--- config.mk ---
export PLATFORM = sky130hd
export DESIGN_NAME = alu_exec_ctrl
export DESIGN_NICKNAME = d
export VERILOG_FILES = /design/src/rtl/alu_exec_ctrl_pkg.sv /design/src/rtl/alu_exec_regfile.sv /design/src/rtl/alu_exec_ctrl.sv
export SDC_FILE = /design/constraint.sdc
export NUM_CORES = 1
export LEC_CHECK = 0
export CORE_MARGIN = 8
export CORE_UTILIZATION = 45
export DETAILED_ROUTE_END_ITERATION = 10
export PLACE_DENSITY = 0.67
export RECOVER_POWER = 100
export SYNTH_ARGS = -nofsm -noshare
export SYNTH_HDL_FRONTEND = slang
export SYNTH_HIERARCHICAL = 1
export SYNTH_SLANG_ARGS = --single-unit
--- constraint.sdc ---
create_clock -name clk -period 4.7 [get_ports clk]
set_clock_uncertainty 0.2 [all_clocks]
set_input_delay 0.705 -clock clk [delete_from_list [all_inputs] [get_ports clk]]
set_output_delay 0.705 -clock clk [all_outputs]
set_load 0.1 [all_outputs]
--- src/rtl/alu_exec_ctrl_pkg.sv ---
// Shared types and constants for the ALU execute controller.
package alu_exec_ctrl_pkg;

    localparam int DATA_W_DEF = 8;
    localparam int NREGS_DEF  = 8;
    localparam int ADDR_W_DEF = $clog2(NREGS_DEF);

    // One instruction walks IDLE -> READ -> EXEC -> WB, one cycle each.
    typedef enum logic [1:0] {
        ST_IDLE = 2'd0,
        ST_READ = 2'd1,
        ST_EXEC = 2'd2,
        ST_WB   = 2'd3
    } exec_state_t;

    // Opcodes as encoded by the downstream ALU; forwarded untouched.
    localparam logic [3:0] OP_AND  = 4'b0000;
    localparam logic [3:0] OP_OR   = 4'b0001;
    localparam logic [3:0] OP_ADD  = 4'b0010;
    localparam logic [3:0] OP_SHR  = 4'b0011;
    localparam logic [3:0] OP_XOR  = 4'b0100;
    localparam logic [3:0] OP_NOT  = 4'b0101;
    localparam logic [3:0] OP_SUB  = 4'b0110;
    localparam logic [3:0] OP_SHL  = 4'b0111;
    localparam logic [3:0] OP_SLT  = 4'b1000;
    localparam logic [3:0] OP_NAND = 4'b1001;

    // True for opcodes the ALU defines; the controller forwards any code.
    function automatic logic op_is_defined(input logic [3:0] op);
        return op <= OP_NAND;
    endfunction

endpackage

--- src/rtl/alu_exec_regfile.sv ---
// Register file for the execute controller: two combinational operand
// reads (latched by the controller in READ), one combinational debug read,
// and two write ports where the writeback port beats the direct load port.
module alu_exec_regfile
    import alu_exec_ctrl_pkg::*;
#(
    parameter int DATA_W = DATA_W_DEF,
    parameter int NREGS  = NREGS_DEF,
    parameter int ADDR_W = $clog2(NREGS)
) (
    input  logic              clk,
    input  logic              rst_n,
    input  logic              i_wb_en,
    input  logic [ADDR_W-1:0] i_wb_addr,
    input  logic [DATA_W-1:0] i_wb_data,
    input  logic              i_ld_en,
    input  logic [ADDR_W-1:0] i_ld_addr,
    input  logic [DATA_W-1:0] i_ld_data,
    input  logic [ADDR_W-1:0] i_rd_a_addr,
    output logic [DATA_W-1:0] o_rd_a_data,
    input  logic [ADDR_W-1:0] i_rd_b_addr,
    output logic [DATA_W-1:0] o_rd_b_data,
    input  logic [ADDR_W-1:0] i_dbg_addr,
    output logic [DATA_W-1:0] o_dbg_data
);

    logic [DATA_W-1:0] r_mem [NREGS];

    // Storage update: load first, writeback last so writeback wins a collision.
    always_ff @(posedge clk or negedge rst_n) begin
        if (!rst_n) begin
            for (int i = 0; i < NREGS; i++) begin
                r_mem[i] <= '0;
            end
        end else begin
            if (i_ld_en) begin
                r_mem[i_ld_addr] <= i_ld_data;
            end
            if (i_wb_en) begin
                r_mem[i_wb_addr] <= i_wb_data;
            end
        end
    end

    // Combinational read ports.
    always_comb begin
        o_rd_a_data = r_mem[i_rd_a_addr];
        o_rd_b_data = r_mem[i_rd_b_addr];
        o_dbg_data  = r_mem[i_dbg_addr];
    end

endmodule

--- src/rtl/alu_exec_ctrl.sv ---
// Multi-cycle execute controller sitting upstream of an 8-bit ALU. Accepts
// one instruction per handshake, reads operands, drives the ALU, writes the
// result back and keeps a sticky zero flag.
//
// Handshake: an instruction transfers on a rising edge where instr_valid and
// instr_ready are both 1; instr_ready is 1 only in IDLE (and out of reset),
// and a source seeing ready=0 keeps its instruction stable until accepted.
module alu_exec_ctrl
    import alu_exec_ctrl_pkg::*;
#(
    parameter int DATA_W = DATA_W_DEF,
    parameter int NREGS  = NREGS_DEF,
    parameter int ADDR_W = $clog2(NREGS)
) (
    input  logic              clk,
    input  logic              rst_n,
    input  logic              instr_valid,
    output logic              instr_ready,
    input  logic [3:0]        instr_op,
    input  logic [1:0]        instr_sel,
    input  logic [ADDR_W-1:0] instr_rs1,
    input  logic [ADDR_W-1:0] instr_rs2,
    input  logic [ADDR_W-1:0] instr_rd,
    input  logic              ld_en,
    input  logic [ADDR_W-1:0] ld_addr,
    input  logic [DATA_W-1:0] ld_data,
    output logic [DATA_W-1:0] alu_a,
    output logic [DATA_W-1:0] alu_b,
    output logic [3:0]        alu_ctrl,
    output logic [1:0]        alu_flag_in,
    input  logic [DATA_W-1:0] alu_result,
    input  logic              alu_zero,
    output logic              done_valid,
    output logic [ADDR_W-1:0] done_rd,
    output logic [DATA_W-1:0] done_data,
    output logic              zero_flag,
    input  logic [ADDR_W-1:0] dbg_addr,
    output logic [DATA_W-1:0] dbg_data
);

    logic              r_rst_meta;
    logic              r_rst_sync;
    logic              w_rst_n;

    exec_state_t       r_state;
    logic [3:0]        r_op;
    logic [1:0]        r_sel;
    logic [ADDR_W-1:0] r_rs1;
    logic [ADDR_W-1:0] r_rs2;
    logic [ADDR_W-1:0] r_rd;
    logic              r_zero;

    logic [DATA_W-1:0] w_rd_a_data;
    logic [DATA_W-1:0] w_rd_b_data;
    logic              w_wb_en;

    // Reset synchronizer: assertion is immediate, release lines up with clk.
    always_ff @(posedge clk or negedge rst_n) begin
        if (!rst_n) begin
            r_rst_meta <= 1'b0;
            r_rst_sync <= 1'b0;
        end else begin
            r_rst_meta <= 1'b1;
            r_rst_sync <= r_rst_meta;
        end
    end

    // Internal reset and handshake / writeback decodes of the state register.
    always_comb begin
        w_rst_n     = r_rst_sync;
        instr_ready = (r_state == ST_IDLE) && r_rst_sync;
        w_wb_en     = (r_state == ST_WB);
    end

    // Sequencer: IDLE -> READ -> EXEC -> WB -> IDLE with registered outputs.
    always_ff @(posedge clk or negedge w_rst_n) begin
        if (!w_rst_n) begin
            r_state     <= ST_IDLE;
            r_op        <= '0;
            r_sel       <= '0;
            r_rs1       <= '0;
            r_rs2       <= '0;
            r_rd        <= '0;
            r_zero      <= 1'b0;
            alu_a       <= '0;
            alu_b       <= '0;
            alu_ctrl    <= '0;
            alu_flag_in <= '0;
            done_valid  <= 1'b0;
            done_rd     <= '0;
            done_data   <= '0;
            zero_flag   <= 1'b0;
        end else begin
            case (r_state)
                ST_IDLE: begin
                    if (instr_valid) begin
                        r_op    <= instr_op;
                        r_sel   <= instr_sel;
                        r_rs1   <= instr_rs1;
                        r_rs2   <= instr_rs2;
                        r_rd    <= instr_rd;
                        r_state <= ST_READ;
                    end
                end
                ST_READ: begin
                    alu_a       <= w_rd_a_data;
                    alu_b       <= w_rd_b_data;
                    alu_ctrl    <= r_op;
                    alu_flag_in <= r_sel;
                    r_state     <= ST_EXEC;
                end
                ST_EXEC: begin
                    // ALU has settled on the registered operands; capture it.
                    done_data  <= alu_result;
                    r_zero     <= alu_zero;
                    done_rd    <= r_rd;
                    done_valid <= 1'b1;
                    r_state    <= ST_WB;
                end
                ST_WB: begin
                    zero_flag  <= r_zero;
                    done_valid <= 1'b0;
                    r_state    <= ST_IDLE;
                end
                default: begin
                    r_state <= ST_IDLE;
                end
            endcase
        end
    end

    alu_exec_regfile #(
        .DATA_W (DATA_W),
        .NREGS  (NREGS),
        .ADDR_W (ADDR_W)
    ) u_regfile (
        .clk         (clk),
        .rst_n       (w_rst_n),
        .i_wb_en     (w_wb_en),
        .i_wb_addr   (r_rd),
        .i_wb_data   (done_data),
        .i_ld_en     (ld_en),
        .i_ld_addr   (ld_addr),
        .i_ld_data   (ld_data),
        .i_rd_a_addr (r_rs1),
        .o_rd_a_data (w_rd_a_data),
        .i_rd_b_addr (r_rs2),
        .o_rd_b_data (w_rd_b_data),
        .i_dbg_addr  (dbg_addr),
        .o_dbg_data  (dbg_data)
    );

endmodule

==> results.py <==
metrics = {
    "synth": {
        "synth-simple-area-share": 0.06075,
        "syn-num-nets": 570,
        "synth_most_common_cell": "dfrtp_1",
        "synth_mux_area_frac": 0.3993,
        "synth.area.top_cells": "dfrtp_1, mux4_1, mux2_2, mux2i_1, a21oi_1",
        "synth-main-ff-cell": "dfrtp_1",
        "syn_avg_cell_area_um2": 13.32,
        "synth_area_um2": 6940,
        "synth_edf_count": 0,
        "ys_types": 31,
        "synth_seq_cells": 119,
        "synthAdderAreaFrac": 0.01262,
        "ys_seq_area_frac": 0.4291,
        "synth_top_family_by_area": "multiplexers",
        "synth_top_area_share": 0.4291,
        "async_reset_ff_frac": 1.000,
        "synth_commonest_cells": "dfrtp_1, mux2_2, mux2i_1, mux4_1, nor2_1",
        "synth-compound-area-share": 0.04813,
        "yosys.area.top_type": "dfrtp_1",
        "synth-xor-area-share": 0,
        "yosysWarnings": 6,
        "netlist_instances": 521,
    },
    "worst_setup_path": {
        "reg2reg_from": "r_rst_sync$_DFF_PN0_",
        "arrival_ns": 2.89,
        "critPathLaunchType": "input port",
        "critPathSlowestCell": "mux4_1",
        "crit_type": "input port to output port",
        "crit_fanout": 16,
        "required_ns": 3.80,
        "cpPeakStageDelay_ns": 0.60,
        "ff2ff_path_depth": 2,
        "reg2reg_slack_ns": 1.92,
        "worstSetupEndpointType": "output port",
        "crit_chain": "clkdlybuf4s50_1 > buf_4 > mux4_1 > mux2_2 > clkbuf_1",
        "r2r_end": "r_rs1[2]$_DFFE_PN0P_",
    },
    "clocking": {
        "numClockSinks": 119,
        "cts_setup_buffers": 0,
        "insertion_delay_ns": 0.42,
        "cts_resized": 0,
        "htreeDepth": 4,
        "clk_pin_slew_ns": 0.05,
        "numCtsBuffers": 17,
        "cts_tree": "done",
        "cts_root_buf": "clkbuf_16",
        "clockBufferDepth": 2,
        "hold_buffers": 0,
    },
    "route": {
        "routed_wl_mm": 18.42,
        "ant_nets": 0,
        "vias": 4678,
        "avgViaCountPerCell": 6.036,
        "post_drt_wl_per_cell_um": 23.77,
        "dr.pass1.iters": 8,
        "drc": 0,
        "drtIter0Drc": 299,
    },
    "floorplan": {
        "std_cell_rows": 45,
        "die_h_um": 140.2,
        "dieArea_um2": 19650,
        "start_util": 0.4582,
        "die_w_um": 140.2,
        "io_pins": 86,
        "core_um2": 15150,
    },
    "sta": {
        "tns_ns": 0,
        "finalCriticalPeriod_ns": 3.794,
        "drv_slew": 85,
        "rsz0062_at_grt": "no",
        "hold_viol_final": 0,
        "fmax_ghz": 0.2636,
        "worstMarginPinSlew_ns": 1.875,
        "slew_headroom": -0.2683,
        "setup_viol": 0,
        "fin_crit_sh": 0.8073,
    },
    "run_status": {
        "status": "finished, violations left",
        "violations": "max-capacitance violations, max-slew violations",
    },
    "grt": {
        "grt_max_degree": 67,
        "grt_pass1_wl_mm": 28.48,
        "grt_usage": 0.1930,
        "overflow": 0,
        "antenna_found_initial": 0,
        "grt_pass1_vias": 4843,
    },
    "hold_path": {
        "worst_hold_path_type": "flop to flop",
        "min_delay_path_depth": 0,
        "min_to": "r_rst_sync$_DFF_PN0_",
        "hold_start": "r_rst_meta$_DFF_PN0_",
    },
    "final_layout": {
        "drive_gt1_frac": 0.1789,
        "antenna_cells": 0,
        "fill_cells": 1274,
        "nets": 625,
        "area_growth_pct": 18.05,
    },
    "place": {
        "dp_hpwl_mm": 11.97,
        "portBuffers": 85,
        "place_congestion": 0.7939,
    },
    "flow_run": {
        "maxCapViolCount": 3,
    },
}
[metrics by stage]
stage                     setup WS, ns  instances  instance area, um^2  utilization  hold WS, ns
final                           0.9057        775                 8193       0.5409       0.1450
after CTS                        1.167        775                 8275       0.5464       0.1459
after global routing            0.8674        775                 8193       0.5409       0.1578
after global placement           1.193        745                 7756       0.5121       0.1343
after detailed placement         1.172        745                 7756       0.5121       0.1347
after floorplan                  1.181        521                 6942            -       0.1311
[worst max-delay path: cells and delay by family]
kind     cells  cell delay, ns
mux          2            0.91
buf+inv      3            1.27
[registers in the layout, summed over array words and instances, names as in the netlist]
register	cells
u_regfile/r_mem	64
alu_a	8
alu_b	8
done_data	8
alu_ctrl	4
r_op	4
done_rd	3
r_rd	3
r_rs1	3
r_rs2	3
alu_flag_in	2
r_sel	2
r_state	2
done_valid	1
r_rst_meta	1
r_rst_sync	1
r_zero	1
zero_flag	1
[metal layers]
| layer | GRT usage | up-vias | wire length [um] |
|---|---|---|---|
| li1 | - | 2083 | - |
| met1 | 0.2448 | 2386 | 7782 |
| met2 | 0.3105 | 178 | 8994 |
| met3 | 0.04825 | 31 | 1209 |
| met4 | 0.07829 | 0 | 438 |
| met5 | 0 | - | 0 |
[final cells by class]
cell class                      instances  area, um^2  share of cell area
Tap cell                              188       235.2             0.02871
Inverter                                2       7.507           0.0009163
Timing Repair Buffer                   90       839.6              0.1025
Clock buffer                           26       499.2             0.06093
Multi-Input combinational cell        346        3610              0.4406
Sequential cell                       119        2982              0.3639
Clock inverter                          4       20.02            0.002443
[kinds of logic after synthesis]
family | count (synthesis)
multiplexers | 188
flip-flops | 119
AND/OR/NAND/NOR | 84
AO/OA/AOI/OAI | 66
buffers and inverters | 56
adder cells (fa/ha/maj) | 7
other | 1
[worst max path at each step]
stage / from / endpoint / slack, ns / cells after the start
after floorplan: r_rst_sync$_DFF_PN0_ / instr_ready / 1.18 / 1
after global placement: dbg_addr[0] / dbg_data[0] / 1.19 / 5
after detailed placement: dbg_addr[0] / dbg_data[0] / 1.17 / 5
after CTS: dbg_addr[0] / dbg_data[0] / 1.17 / 5
after global routing: dbg_addr[0] / dbg_data[0] / 0.87 / 5
final: dbg_addr[0] / dbg_data[0] / 0.91 / 5
[cells in the final DEF, fill, tap and decap left out]
cell type        count
nand4b_1             6
clkinv_2             4
dlygate4sd3_1       38
clkbuf_2             1
o21ai_1              2
nor2_1              33
o21ai_0             31
dfrtp_4              1
ha_1                 7
nand2_1             33
mux2_1              15
inv_1                2
nor4b_2              2
clkbuf_8             4
nor4bb_4             1
mux2_2              59
and2_1               1
and4bb_1             1
clkbuf_16           17
nor4bb_2             1
and4bb_2             3
o31a_1               1
conb_1               1
nand4_1              2
mux4_1              42
buf_4                5
mux2i_1             65
mux2_4               1
clkbuf_1            12
mux4_2               6
dfrtp_1            118
nor2b_1              1
clkdlybuf4s50_1     39
a21oi_1             32
Power is not shown: default switching activity piles up to over one toggle a cycle in this logic, so the estimate is an artifact.
